### config.mk
export PLATFORM = sky130hd
export DESIGN_NAME = bus_arbiter
export DESIGN_NICKNAME = d
export VERILOG_FILES = /design/src/rtl/bus_arbiter.sv
export SDC_FILE = /design/constraint.sdc
export NUM_CORES = 1
export LEC_CHECK = 0
export CORE_AREA = 2 2 160 162
export CTS_CLUSTER_SIZE = 20
export DETAILED_ROUTE_END_ITERATION = 10
export DIE_AREA = 0 0 162 164
export GPL_TIMING_DRIVEN = 0
export HOLD_SLACK_MARGIN = 0.1
export PLACE_DENSITY = 0.79
export SLEW_MARGIN = 10
export SYNTH_ARGS = -nofsm -noshare
export SYNTH_HDL_FRONTEND = slang
export SYNTH_SLANG_ARGS = --single-unit
### constraint.sdc
create_clock -name clk -period 3.1 [get_ports clk]
set_input_delay 0.93 -clock clk [delete_from_list [all_inputs] [get_ports clk]]
set_output_delay 0.93 -clock clk [all_outputs]
set_load 0.1 [all_outputs]
### src/rtl/bus_arbiter.sv
// bus_arbiter: two-master round-robin arbiter and sequencer for the
// multiplexed external memory bus (address phase, then data phase held
// until b_rdy, then a one-cycle ack to the winning master).
// Master 0 is the CPU memory port; master 1 is the loader/debug requester.
// Optional data-phase watchdog: define BUS_ARB_TIMEOUT_EN to enable it.
// The external reset is synchronous and active-low.
module bus_arbiter #(
  parameter int AW      = 20,
  parameter int DW      = 64,
  parameter int TW      = 8,
  parameter int TIMEOUT = 255
) (
  input  logic          clk,
  input  logic          reset,
  input  logic          m0_req,
  input  logic          m1_req,
  input  logic          m0_we,
  input  logic          m1_we,
  input  logic [AW-1:0] m0_addr,
  input  logic [AW-1:0] m1_addr,
  input  logic [DW-1:0] m0_wdata,
  input  logic [DW-1:0] m1_wdata,
  input  logic [TW-1:0] m0_wtag,
  input  logic [TW-1:0] m1_wtag,
  output logic          m0_ack,
  output logic          m1_ack,
  output logic          m_err,
  output logic [DW-1:0] m_rdata,
  output logic [TW-1:0] m_rtag,
  output logic [DW-1:0] b_ad,
  output logic [TW-1:0] b_tag,
  output logic          b_astb,
  output logic          b_rd,
  output logic          b_wr,
  input  logic [DW-1:0] b_data,
  input  logic [TW-1:0] b_itag,
  input  logic          b_rdy
);

  // The address is zero-extended onto b_ad; the watchdog needs a limit of at least one.
  if (AW > DW || TIMEOUT < 1) begin : g_param_check
    $error("bus_arbiter: AW must not exceed DW and TIMEOUT must be at least 1");
  end

  typedef enum logic [1:0] {
    IDLE = 2'd0,
    ADDR = 2'd1,
    DATA = 2'd2,
    RESP = 2'd3
  } state_t;

  state_t state, state_nxt;

  // grant: master owning the current transaction; last_grant: round-robin pointer
  logic grant, grant_nxt;
  logic last_grant, last_grant_nxt;
  logic latch_en;

  // Transaction request captured at grant time
  logic          we_q;
  logic [AW-1:0] addr_q;
  logic [DW-1:0] wdata_q;
  logic [TW-1:0] wtag_q;

  // Winner selection and its request fields
  logic          any_req;
  logic          win;
  logic          sel_we;
  logic [AW-1:0] sel_addr;
  logic [DW-1:0] sel_wdata;
  logic [TW-1:0] sel_wtag;

  // Next values of the registered outputs
  logic          ack0_nxt, ack1_nxt;
  logic [DW-1:0] rdata_nxt;
  logic [TW-1:0] rtag_nxt;
  logic [DW-1:0] ad_nxt;
  logic [TW-1:0] tag_nxt;
  logic          astb_nxt, rd_nxt, wr_nxt;

  assign any_req = m0_req | m1_req;
  // Contention goes to the master that did not win last time; otherwise the sole requester.
  assign win       = (m0_req && m1_req) ? ~last_grant : m1_req;
  assign sel_we    = win ? m1_we    : m0_we;
  assign sel_addr  = win ? m1_addr  : m0_addr;
  assign sel_wdata = win ? m1_wdata : m0_wdata;
  assign sel_wtag  = win ? m1_wtag  : m0_wtag;

`ifdef BUS_ARB_TIMEOUT_EN
  localparam int CW = $clog2(TIMEOUT + 1);

  logic [CW-1:0] wait_cnt;
  logic          limit_hit;
  logic          err_nxt;

  // Counts DATA cycles spent waiting on b_rdy; cleared whenever outside DATA.
  always_ff @(posedge clk) begin
    if (!reset) begin
      wait_cnt <= '0;
    end else if (state != DATA) begin
      wait_cnt <= '0;
    end else if (!b_rdy) begin
      wait_cnt <= wait_cnt + 1'b1;
    end
  end

  // This DATA cycle is the TIMEOUT-th one without ready.
  assign limit_hit = (wait_cnt == CW'(TIMEOUT - 1));
`endif

  // FSM state, current grant and round-robin pointer.
  always_ff @(posedge clk) begin
    // NOTE: non-blocking assignments in clocked blocks, so every register sees
    // pre-edge values regardless of statement order.
    if (!reset) begin
      state      <= IDLE;
      grant      <= 1'b0;
      last_grant <= 1'b1;
    end else begin
      state      <= state_nxt;
      grant      <= grant_nxt;
      last_grant <= last_grant_nxt;
    end
  end

  // Capture the winner's request so later changes on the master ports are ignored.
  always_ff @(posedge clk) begin
    // NOTE: pure datapath holding registers carry no reset; they are only read
    // after latch_en has loaded them.
    if (latch_en) begin
      we_q    <= sel_we;
      addr_q  <= sel_addr;
      wdata_q <= sel_wdata;
      wtag_q  <= sel_wtag;
    end
  end

  // Next state and next registered-output values, derived from the state being entered.
  always_comb begin
    // NOTE: every signal gets a default before the case so no path leaves one
    // unassigned, which would otherwise infer a latch.
    state_nxt      = state;
    grant_nxt      = grant;
    last_grant_nxt = last_grant;
    latch_en       = 1'b0;
    ack0_nxt       = 1'b0;
    ack1_nxt       = 1'b0;
    rdata_nxt      = '0;
    rtag_nxt       = '0;
    ad_nxt         = '0;
    tag_nxt        = '0;
    astb_nxt       = 1'b0;
    rd_nxt         = 1'b0;
    wr_nxt         = 1'b0;
`ifdef BUS_ARB_TIMEOUT_EN
    err_nxt        = 1'b0;
`endif

    case (state)
      IDLE: begin
        if (any_req) begin
          state_nxt      = ADDR;
          grant_nxt      = win;
          last_grant_nxt = win;
          latch_en       = 1'b1;
          astb_nxt       = 1'b1;
          ad_nxt         = DW'(sel_addr);
        end
      end

      ADDR: begin
        state_nxt = DATA;
        rd_nxt    = ~we_q;
        wr_nxt    = we_q;
        ad_nxt    = we_q ? wdata_q : '0;
        tag_nxt   = we_q ? wtag_q  : '0;
      end

      DATA: begin
        if (b_rdy) begin
          // Ready wins over a coincident watchdog limit.
          state_nxt = RESP;
          ack0_nxt  = ~grant;
          ack1_nxt  = grant;
          if (!we_q) begin
            rdata_nxt = b_data;
            rtag_nxt  = b_itag;
          end
`ifdef BUS_ARB_TIMEOUT_EN
        end else if (limit_hit) begin
          state_nxt = RESP;
          ack0_nxt  = ~grant;
          ack1_nxt  = grant;
          err_nxt   = 1'b1;
`endif
        end else begin
          // Hold the data phase stable while the memory side stalls.
          rd_nxt  = ~we_q;
          wr_nxt  = we_q;
          ad_nxt  = we_q ? wdata_q : '0;
          tag_nxt = we_q ? wtag_q  : '0;
        end
      end

      RESP: begin
        state_nxt = IDLE;
      end

      default: begin
        state_nxt = IDLE;
      end
    endcase
  end

  // Output registers: every master and bus output is driven from a flop.
  always_ff @(posedge clk) begin
    if (!reset) begin
      m0_ack  <= 1'b0;
      m1_ack  <= 1'b0;
      m_rdata <= '0;
      m_rtag  <= '0;
      b_ad    <= '0;
      b_tag   <= '0;
      b_astb  <= 1'b0;
      b_rd    <= 1'b0;
      b_wr    <= 1'b0;
    end else begin
      m0_ack  <= ack0_nxt;
      m1_ack  <= ack1_nxt;
      m_rdata <= rdata_nxt;
      m_rtag  <= rtag_nxt;
      b_ad    <= ad_nxt;
      b_tag   <= tag_nxt;
      b_astb  <= astb_nxt;
      b_rd    <= rd_nxt;
      b_wr    <= wr_nxt;
    end
  end

`ifdef BUS_ARB_TIMEOUT_EN
  // Timeout flag register, valid alongside the ack.
  always_ff @(posedge clk) begin
    if (!reset) begin
      m_err <= 1'b0;
    end else begin
      m_err <= err_nxt;
    end
  end
`else
  assign m_err = 1'b0;
`endif

endmodule

## Yosys cells after proc, flatten, opt, wreduce, memory -nomap -nowiden

Cells that the tools add are included.

- Register bits: 226
- Bits in latches: 0
- Memory bits (writable): 0
- Bits in read-only memories: 0
- Bits of input ports: 263
- Logic and storage cells: 54
- Memories kept: 0

- Add/subtract/negate cells: 0
- Multipliers: 0
- Div/mod/pow operators: 0
- Magnitude comparators: 0
- Equal/unequal tests: 5
- Shifts and indexed selects: 0
- Multiplexer cells: 21
- Bitwise logic cells: 7
- Reductions and logical operators: 6

Operators with widths:

| cell | count |
|---|---|
| two-way mux 64 bit | 3 |
| case mux 64 bit (3 select lines) | 1 |
| two-way mux 20 bit | 2 |
| two-way mux 8 bit | 3 |
| case mux 8 bit (2 select lines) | 1 |
| case mux 2 bit (4 select lines) | 1 |
| two-way mux 1 bit | 6 |
| NOT 1 bit | 6 |
| == test 2 bit (second input constant) | 2 |
| two-way mux 2 bit | 2 |
| inequality test 2 bit (second input constant) | 2 |
| case mux 1 bit (2 select lines) | 2 |
| AND reduction 2 bit | 2 |
| OR reduction 4 bit | 1 |
| AND reduction 3 bit | 1 |
| == test 2 x 1 -> 1 bit (second input constant) | 1 |
| logical NOT 2 bit | 1 |
| logical AND 1 bit | 1 |
| OR 1 bit | 1 |

## Depth between registers and ports, before layout

- Depth after elaboration: 5
- Gate-level depth with buffers: 6
- Depth with buffers taken out: 5

## Worst setup path after synthesis

Ideal clock, no wire load.

- Kind: input-to-reg
- Start point: input port m1_req
- End point: register wdata_q[0], enable pin
- Setup time: 0.438 ns
- Arrival time: 2.637 ns
- Data required time: 2.662 ns
- Slack: 0.025 ns
- Stages: 1
- Buffers on the path: 0
- Path through: o21a_1

- Word-level cells in the longest chain between the ends: 3

RTL lines:

| what | RTL line | text |
|---|---|---|
| start, declared | 16 | `input logic m1_req,` |
| OR 1 bit | 81 | `assign any_req = m0_req \| m1_req;` |
| two-way mux 1 bit | 161 | `if (any_req) begin` |
| two-way mux 1 bit | n/a |  |
| end signal, assigned | 133 | `wdata_q <= sel_wdata;` |
| end, declared | 62 | `logic [DW-1:0] wdata_q;` |

No other way between the ends.
A chain may end at the register's enable or synchronous reset.

## Final worst setup path

- Start point: register m_rdata[28]
- End point: output port m_rdata[28]

RTL lines:

| what | RTL line | text |
|---|---|---|
| start, declared | 28 | `output logic [DW-1:0] m_rdata,` |
| start signal, assigned | 230 | `m_rdata <= rdata_nxt;` |

No word-level cell between the ends.

==> summary.md <==
| Metric | Value |
|---|---|
| Rel. slew slack | 26.8% |
| Crit path max fanout | 1 |
| R2R setup slack | 1.15 ns |
| H-tree Lvls | 1 |
| DIE AREA | 0.0266 mm² |
| Fmax | 334 MHz |
| Most frequent cells in the layout | 410 x clkdlybuf4s50_1, 153 x dfxtp_1, 125 x and2_1, 73 x edfxtp_1, 40 x mux2_1 |
| DP Wirelength | 17.3 mm |
| Total gr overflow | 0 |
| Cts bufs inserted | 25 |
| Critical Path Sink Type | output pin |
| Initial DRT Pass Iterations | 6 |
| Final Skew | 0.00958 ns |
| Status | completed |
| Port Buffer Count | 410 |
| Crit path DAT | 2.07 ns |
| Period Utilization, post-route | 96.6% |
| Synth top area cells | dfxtp_1 40%, edfxtp_1 29%, and2_1 10% |
| Min Tclk post-route | 3.00 ns |
| First-pass GRT wire length | 32.0 mm |
| Area leader, netlist | dfxtp_1 |
| Post-synth EDFFs | 73 |
| Die Y | 164 µm |
| Lkg Pwr | 4.84 nW |
| Root buffer cell | clkbuf_16 |
| Sink Count | 226 |
| Via density per instance | 4.28 |
| TritonCTS clock tree | yes |
| # setup viols final | 0 |
| Top cell type's share of synthesized area | 40.1% |
| Synth Flop Type | dfxtp_1 |
| Asr flop ratio synth | 0% |
| Largest net degree at the start of global routing | 51 |
| RSZ-0062 raised after global routing | false |
| Crit Path Category | reg2out |
| Gpl congestion | 0.773 |
| Initial DRC Count | 226 |
| Hold Path Depth | 1 |
| Placed Instance Area | 0.0122 mm² |
| FF/Latch Area | 0.00526 mm² |
| Maxcap violations | 0 |
| Final ANT Viol Nets | 0 |
| R2r startpoint | state[0]$_SDFFE_PN0P_ |
| DR WL/cell | 16.8 µm |
| Num rows | 58 |
| Antenna cells | 0 |
| Maximum clock path buffer count | 3 |
| Hold WC Path Type | reg2reg |
| Vias in the first global route | 5684 |
| Worst EP required | 2.17 ns |
| Crit start category | register |
| Maximum VDD drop | 0.547 mV |
| Synthesis-stage register bit count | 226 |
| Worst slew pin tran | 1.09 ns |
| Setup TNS | 0 ns |
| PwrDens | 749 mW/mm² |
| Final Slew Violations | 0 |
| Multi-input logic area | 0.00220 mm² |
| Synthesis Warnings | 0 |
| Post-cts repair resize count | 0 |
| Worst-path clk slew | 0.06 ns |
| Floorplan Core Area | 0.0248 mm² |
| Syn_area_per_cell | 14.4 µm² |
| Die X | 162 µm |
| Hold Crit Start | grant$_SDFFE_PN0P_ |
| Clock power share | 29.8% |
| Reg power frac | 39.3% |
| Logic gate share of total power | 30.8% |
| Synth cell types | 35 |
| Initial core utilization | 30.8% |
| Sequential share of the synthesized area | 68.7% |
| Commonest non-fill, non-tap cell in the layout | clkdlybuf4s50_1 |
| Share of cells above drive strength 1 | 9.92% |
| Total GRT Usage | 15.7% |
| Filler cell count | 2100 |
| Internal | 0.00633 W |
| Antenna violations before repair | 0 |
| Net switching power | 0.00342 W |
| CP peak stage delay | 1.17 ns |
| Post-synthesis cell area | 0.00765 mm² |
| Fin. Hold Viols | 0 |
| Critical path's slowest cell | clkdlybuf4s50_1 |
| # Post-CTS Setup Buffers | 0 |
| WP buf/inv | 1 |
| Switching Fraction | 35.1% |
| Hold EP | m0_ack$_SDFF_PN0_ |
| Final wirelength | 22.2 mm |
| IO Count | 413 |
| Clk_lat worst skew | 0.52 ns |
| Design area | 0.0130 mm² |
| Via count | 5637 |
| Crit path cell chain | clkdlybuf4s50_1 |
| P&R area growth vs syn | 70.3% |
| Final nets | 1237 |
| Syn Inst Count | 531 |
| Syn_nets | 799 |
| DRC | 0 |
| End of the worst register-to-register path | m_rdata[32]$_SDFF_PP0_ |
| Worst R2R Path Depth | 6 |
| Hold buffer count at cts | 0 |
| CP top delay family | buffers and inverters |
==> routing by layer <==
layer	up-vias	global-route usage, %	share of wire [%]
met3	45	4.70	8.6
met2	231	27.9	50
met5	-	0	0
li1	2737	-	-
met1	2624	18.1	38
met4	0	5.35	3.1
==> cell type report <==
class	instances	share of cell area, %
well taps	330	3.17
clock inverters	15	0.923
plain buffers	31	1.38
repair buffers	411	31.7
clock buffers	31	5.38
flip-flops and latches	226	40.4
multi-input cells	269	16.9
inverters	5	0.144
==> worst max-delay path by stage <==
stage,cells after the start,start,endpoint,slack (ns)
finish,1,m_rdata[28]$_SDFF_PP0_,m_rdata[28],0.10
detailed placement,5,m1_req,wdata_q[33]$_DFFE_PP_,0.1
global route,1,m0_ack$_SDFF_PN0_,m0_ack,0.02
CTS,1,m0_ack$_SDFF_PN0_,m0_ack,0.06
floorplan,1,m1_req,wdata_q[0]$_DFFE_PP_,0.03
global placement,2,m0_req,wdata_q[53]$_DFFE_PP_,-1.45
==> cells by family after synthesis <==
kind of cell / after synthesis / synth area share (%)
DFF: 226 / 68.7
and+or+nand+nor: 138 / 11.1
muxes: 74 / 10.9
AOI/OAI and AO/OA: 51 / 5.79
buffers and inverters: 36 / 2.60
adders and majority gates: 5 / 0.818
other: 1 / 0.0490
==> registers in the layout (all words and copies together) (netlist names), 2 cells and up <==
signal / flops
m_rdata: 64
m_rtag: 8
wtag_q: 8
b_ad: 64
b_tag: 8
state: 2
wdata_q: 64
==> power by group through the flow <==
stage	Sequential, W	Combinational [W]	Clock, W
CTS	0.00384	0.00305	0.00300
detailed placement	0.00390	0.00304	0
global placement	0.00393	0.00295	0
floorplan	0.00524	0.000660	0
global route	0.00388	0.00315	0.00313
finish	0.00383	0.00301	0.00291
==> Yosys cell counts, drive strengths merged, types with 2 or more instances <==
library cell / count
and2: 125
buf: 14
nand2b: 2
nand2: 2
ha: 5
nor2: 4
a21oi: 2
a211oi: 2
nand3b: 2
clkbuf: 17
dfxtp: 153
mux2: 73
a32oi: 20
o2bb2ai: 20
edfxtp: 73
inv: 5
a21boi: 2
==> metrics by stage <==
step                setup WS, ns  std cells  total power, W  utilization (%)  hold slack (ns)
global placement           -1.45       1271         0.00688             49.0            0.403
CTS                       0.0643       1318         0.00989             52.5            0.417
detailed placement        0.0982       1272         0.00694             49.2            0.407
floorplan                 0.0251        531         0.00590                -            0.393
global route              0.0239       1318          0.0102             52.5            0.443
finish                     0.104       1318         0.00975             52.5            0.417
Power figures use the tool's default switching activity.
